$ cat src/rtl/event_monitor_pkg.sv
// Shared types and helpers for the event_edge_monitor slice.
package event_monitor_pkg;

  typedef enum logic [1:0] {
    MODE_ANY = 2'b00,
    MODE_POS = 2'b01,
    MODE_NEG = 2'b10,
    MODE_LVL = 2'b11
  } evt_mode_t;

  function automatic int unsigned ch_idx_width(input int unsigned n);
    return (n <= 1) ? 1 : $clog2(n);
  endfunction

endpackage

$ cat src/rtl/event_channel.sv
// One monitored channel: synchroniser, previous sample, detector, sticky pending,
// saturating counter and (with EVT_TIMESTAMP_EN) first-occurrence timestamp.
module event_channel
  import event_monitor_pkg::*;
#(
  parameter int unsigned SYNC_STAGES = 2,
  parameter int unsigned CNT_WIDTH   = 8
`ifdef EVT_TIMESTAMP_EN
  ,
  parameter int unsigned TS_WIDTH    = 16
`endif
) (
  input  logic                 clock,
  input  logic                 reset_n,
  input  logic                 sig_in,
  input  logic                 enable,
  input  evt_mode_t            mode,
  input  logic                 warm_done,
  input  logic                 clear,
`ifdef EVT_TIMESTAMP_EN
  input  logic [TS_WIDTH-1:0]  ts_now,
  output logic [TS_WIDTH-1:0]  ts,
`endif
  output logic                 pending,
  output logic [CNT_WIDTH-1:0] cnt
);

  logic [SYNC_STAGES-1:0] sync;
  logic                   s;
  logic                   prev;
  logic                   hit;
  logic                   det;

  assign s = sync[SYNC_STAGES-1];

  // prev tracks s even while disabled so re-enabling sees no stale edge
  always_ff @(posedge clock or negedge reset_n) begin
    if (!reset_n) begin
      sync <= '0;
      prev <= 1'b0;
    end else begin
      sync <= {sync[SYNC_STAGES-2:0], sig_in};
      prev <= s;
    end
  end

  always_comb begin
    hit = 1'b0;
    unique case (mode)
      MODE_ANY: hit = s ^ prev;
      MODE_POS: hit = s & ~prev;
      MODE_NEG: hit = ~s & prev;
      MODE_LVL: hit = s;
    endcase
    det = hit & enable & warm_done;
  end

  // A detection coinciding with the consume restarts the channel instead of being lost
  always_ff @(posedge clock or negedge reset_n) begin
    if (!reset_n) begin
      pending <= 1'b0;
      cnt     <= '0;
    end else if (clear) begin
      pending <= det;
      cnt     <= det ? CNT_WIDTH'(1) : '0;
    end else if (det) begin
      pending <= 1'b1;
      if (!pending)
        cnt <= CNT_WIDTH'(1);
      else if (cnt != '1)
        cnt <= cnt + 1'b1;
    end
  end

`ifdef EVT_TIMESTAMP_EN
  always_ff @(posedge clock or negedge reset_n) begin
    if (!reset_n)
      ts <= '0;
    else if (det && (clear || !pending))
      ts <= ts_now;
  end
`endif

endmodule

$ cat src/rtl/event_edge_monitor.sv
// Multi-channel event monitor: warm-up gate, fixed-priority presentation and
// valid/ready consume. Optional timestamps under `EVT_TIMESTAMP_EN.
module event_edge_monitor
  import event_monitor_pkg::*;
#(
  parameter int unsigned NUM_CH      = 8,
  parameter int unsigned SYNC_STAGES = 2,
  parameter int unsigned CNT_WIDTH   = 8,
  parameter int unsigned TS_WIDTH    = 16
) (
  input  logic                              clock,
  input  logic                              reset_n,
  input  logic [NUM_CH-1:0]                 sig_in,
  input  logic [NUM_CH-1:0]                 ch_enable,
  input  logic [2*NUM_CH-1:0]               ch_mode,
  output logic                              evt_valid,
  input  logic                              evt_ready,
  output logic [ch_idx_width(NUM_CH)-1:0]   evt_ch,
  output logic [CNT_WIDTH-1:0]              evt_count,
`ifdef EVT_TIMESTAMP_EN
  output logic [TS_WIDTH-1:0]               evt_timestamp,
`endif
  output logic [NUM_CH-1:0]                 pending,
  output logic                              any_pending
);

  localparam int unsigned CH_W        = ch_idx_width(NUM_CH);
  localparam logic [2:0]  WARM_CYCLES = 3'(SYNC_STAGES + 1);

  if (NUM_CH < 1 || NUM_CH > 32 || SYNC_STAGES < 2 || SYNC_STAGES > 4 ||
      CNT_WIDTH < 1 || TS_WIDTH < 1) begin : g_bad_params
    $error("event_edge_monitor: parameter out of range");
  end

  logic [2:0]           warm_cnt;
  logic                 warm_done;
  logic                 handshake;
  logic [NUM_CH-1:0]    clear;
  logic [CNT_WIDTH-1:0] cnt [NUM_CH];

  assign warm_done = (warm_cnt == WARM_CYCLES);

  always_ff @(posedge clock or negedge reset_n) begin
    if (!reset_n)
      warm_cnt <= '0;
    else if (!warm_done)
      warm_cnt <= warm_cnt + 3'd1;
  end

`ifdef EVT_TIMESTAMP_EN
  logic [TS_WIDTH-1:0] ts_now;
  logic [TS_WIDTH-1:0] ts [NUM_CH];

  always_ff @(posedge clock or negedge reset_n) begin
    if (!reset_n)
      ts_now <= '0;
    else
      ts_now <= ts_now + 1'b1;
  end
`endif

  for (genvar i = 0; i < NUM_CH; i++) begin : g_ch
    event_channel #(
      .SYNC_STAGES (SYNC_STAGES),
      .CNT_WIDTH   (CNT_WIDTH)
`ifdef EVT_TIMESTAMP_EN
      ,
      .TS_WIDTH    (TS_WIDTH)
`endif
    ) u_channel (
      .clock     (clock),
      .reset_n   (reset_n),
      .sig_in    (sig_in[i]),
      .enable    (ch_enable[i]),
      .mode      (evt_mode_t'(ch_mode[2*i +: 2])),
      .warm_done (warm_done),
      .clear     (clear[i]),
`ifdef EVT_TIMESTAMP_EN
      .ts_now    (ts_now),
      .ts        (ts[i]),
`endif
      .pending   (pending[i]),
      .cnt       (cnt[i])
    );
  end

  assign any_pending = |pending;
  assign evt_valid   = any_pending;
  assign handshake   = evt_valid & evt_ready;

  // Descending scan so the lowest-index pending channel wins
  always_comb begin
    evt_ch    = '0;
    evt_count = '0;
`ifdef EVT_TIMESTAMP_EN
    evt_timestamp = '0;
`endif
    for (int i = NUM_CH - 1; i >= 0; i--) begin
      if (pending[i]) begin
        evt_ch    = CH_W'(i);
        evt_count = cnt[i];
`ifdef EVT_TIMESTAMP_EN
        evt_timestamp = ts[i];
`endif
      end
    end
  end

  always_comb begin
    clear = '0;
    for (int unsigned i = 0; i < NUM_CH; i++)
      clear[i] = handshake && (evt_ch == CH_W'(i));
  end

endmodule

$ cat config.mk
export PLATFORM = sky130hd
export DESIGN_NAME = event_edge_monitor
export DESIGN_NICKNAME = d
export VERILOG_FILES = /design/src/rtl/event_monitor_pkg.sv /design/src/rtl/event_channel.sv /design/src/rtl/event_edge_monitor.sv
export SDC_FILE = /design/constraint.sdc
export NUM_CORES = 1
export LEC_CHECK = 0
export CAP_MARGIN = 10
export CORE_MARGIN = 2
export CORE_UTILIZATION = 35
export CTS_CLUSTER_SIZE = 30
export DETAILED_ROUTE_END_ITERATION = 10
export SETUP_SLACK_MARGIN = 0.1
export SLEW_MARGIN = 25
export SYNTH_ARGS = -nofsm -noshare
export SYNTH_HDL_FRONTEND = slang
export SYNTH_HIERARCHICAL = 1
export SYNTH_SLANG_ARGS = --single-unit
$ cat constraint.sdc
create_clock -name clock -period 4.55 [get_ports clock]
set_input_delay 0.6825 -clock clock [delete_from_list [all_inputs] [get_ports clock]]
set_output_delay 0.6825 -clock clock [all_outputs]
set_load 0.05 [all_outputs]
==> results.cfg <==
[status]
status = complete, no violations

[timing]
max_freq_mhz = 271
hold_ws_ns = 0.346
fin_skew_ns = 0.00974
finalCritPeriodShare_pct = 81.0
drv_slew = 0
final.setup.tns_ns = 0
layout_min_cycle_time_ns = 3.69
setup_viol = 0
timing.final.ws_setup_ns = 0.865
tightest_slew_ns = 0.973
slew_headroom_pct = 35.2
rsz0062_at_grt = no
finalHoldViolCount = 0

[grt]
met3_usage_pct = 3.15
grt_pass1_vias = 5425
grt_max_degree = 73
antenna_found_initial = 0
met1_usage_pct = 22.8
grt_pass1_wl_mm = 27.7
top_usage_layer = met2
grt-ovfl-total = 0
grt_use_total_pct = 17.6
grtUsageMet2_pct = 29.1

[setup_path]
critical-path-slowest-cell = clkdlybuf4s50_1
path_cells = nor2_1 -> o2111ai_1 -> a31oi_1 -> clkdlybuf4s50_1
path_max_fanout = 24
cp.arrival_ns = 3.00
r2r-start = warm_cnt[0]
critPathMaxStageDelay_ns = 0.84
path_class = flip-flop to output port
crit_path_start_kind = flip-flop
path_buf_inv = 1
critPathLaunch = g_ch[2].u_channel/pending
cp_top_family = buffers and inverters
required_ns = 3.87
end_kind = output port

[placement]
hpwl_mm = 11.7
place_ws_ns = 1.29
placed_area_mm2 = 0.00694
place_inst = 916
gp_congestion = 0.897
io_buffers = 55

[yosys]
async_reset_ff_share_pct = 100
synthesis.area_mm2 = 0.00633
synthDistinctLibCells = 54
synth_edf_count = 0
synthFlopType = dfrtp_1
synth_most_common_cell = dfrtp_1
yosys.area.top_type = dfrtp_1
synth_top_area_share_pct = 39.1
synth_area_leaders = dfrtp_1 39%, ha_1 5.1%, nand3_1 5.1%
synth_seq_cells = 99
synth_common_cells = 99 x dfrtp_1, 65 x nand3_1, 59 x nand2_1, 47 x inv_1, 27 x a21oi_1
synth_cells = 670
avgSynthCellArea_um2 = 9.45
yosysSeqAreaShare_pct = 39.1
yosysWarningCount = 6
synth_fp_nets = 731

[layout]
fin_util_pct = 40.7
final_nets = 759
syn_to_final_growth_pct = 14.8
num_antenna_cells = 0
fin_cells = 932
drive_gt1_share_pct = 9.10
nFillCells = 1719
design_area_mm2 = 0.00727

[cts]
cts-root-buf = clkbuf_16
numCtsBuffers = 9
cts_tree = built
post_cts_buffers = 0
numClockSinks = 99
worstSkewPairLatency_ns = 0.35
cts.repair.resized = 0
postCtsHoldBufs = 0
htreeDepth = 3
clockBufferDepth = 2
clkSlewWorstSetupHoldPaths_ns = 0.07

[power_and_ir_drop]
p_leak_nw = 2.91
p_comb_share_pct = 34.0
switchingPower_mw = 1.27
seqPwrFrac_pct = 41.4
power_density_mw_per_mm2 = 438
power_mw = 3.18
p_sw_share_pct = 39.8
ir_worst_vdd_uv = 242
intPower_mw = 1.92
p_clk_share_pct = 24.6

[drt]
wl_per_cell_um = 17.7
antenna_left = 0
vias = 5531
drc = 0
via_per_inst = 5.93
dr.pass1.iters = 5
detail_route.wirelength_mm = 16.5
drt_iter0_drc = 592

[floorplan]
fp.dieArea_mm2 = 0.0192
core-area_mm2 = 0.0178
initial_core_util_pct = 35.5
die_w_um = 138
io_pins = 56
die_h_um = 138
fp-row-count = 49

[worst_hold_path]
min_path_type = primary input to asynchronous set/reset pin

[run]
max_cap_viol_count = 0
[registers in the layout (all words and copies together) (netlist names)]
name and flops:
warm_cnt 3, g_ch.u_channel/cnt 64, g_ch.u_channel/sync 16, g_ch.u_channel/pending 8
g_ch.u_channel/prev 8
[path summary, 6_finish.rpt]
path                                                  end  slack [ns]  cells after the start
worst max-delay path                         evt_count[4]        0.86                      4
worst min-delay path               g_ch[5].u_channel/prev        0.35                      1
worst max register to register   g_ch[5].u_channel/cnt[2]        1.81                      7
worst min register to register  g_ch[7].u_channel/sync[1]        0.35                      0
max in group asynchronous       g_ch[2].u_channel/pending        3.34                      2
min in group clock              g_ch[7].u_channel/sync[1]        0.35                      0
[cells by family (layout without fill, tap and decap cells)]
group | after synthesis | after routing | synth area share, %
and+or+nand+nor | 254 | 254 | 21.9
AOI/OAI and AO/OA | 191 | 191 | 25.4
DFF | 99 | 99 | 39.1
buffers and inverters | 90 | 123 | 6.88
adders and majority gates | 26 | 26 | 5.14
muxes | 9 | 9 | 1.44
xor gates and xnor gates | 1 | 1 | 0.138
[routing by layer]
layer,routed length [um],vias up
met5,0,-
met4,397,0
met3,1070,26
met2,7980,208
met1,7040,2704
li1,-,2593
[power groups by stage]
stage / clock [mW] / combinational, mW / sequential (mW)
finish: 0.783 / 1.08 / 1.32
global route: 0.847 / 1.18 / 1.35
CTS: 0.809 / 1.07 / 1.31
detailed placement: 0 / 1.07 / 1.33
global placement: 0 / 1.04 / 1.33
floorplan: 0 / 0.786 / 1.24
[layout by cell type, fill, tap and decap left out, types with 9 or more instances in the layout]
master	netlist	layout
nor2b_1	17	17
o21ai_0	17	17
nand2b_1	16	16
a32o_1	24	24
nor3_1	25	25
ha_1	26	26
nand2_1	59	59
clkdlybuf4s50_1	0	54
a211oi_1	16	16
dfrtp_1	99	99
nand3_1	65	65
clkbuf_16	0	9
a21o_1	9	9
inv_1	47	47
a21oi_1	27	27
nor2_1	12	12
[area by class of cell]
cell class                 instances  area [um2]  share of cell area [%]
sequential                        99        2480                    34.1
clock buffer                      12         246                    3.39
timing repair buffer              60         589                    8.11
clock inverter                     4        50.0                   0.689
tap                              229         287                    3.94
inverter                          47         176                    2.43
multi-input combinational        481        3440                    47.3
Note: power is estimated with default switching activity, not from simulation.
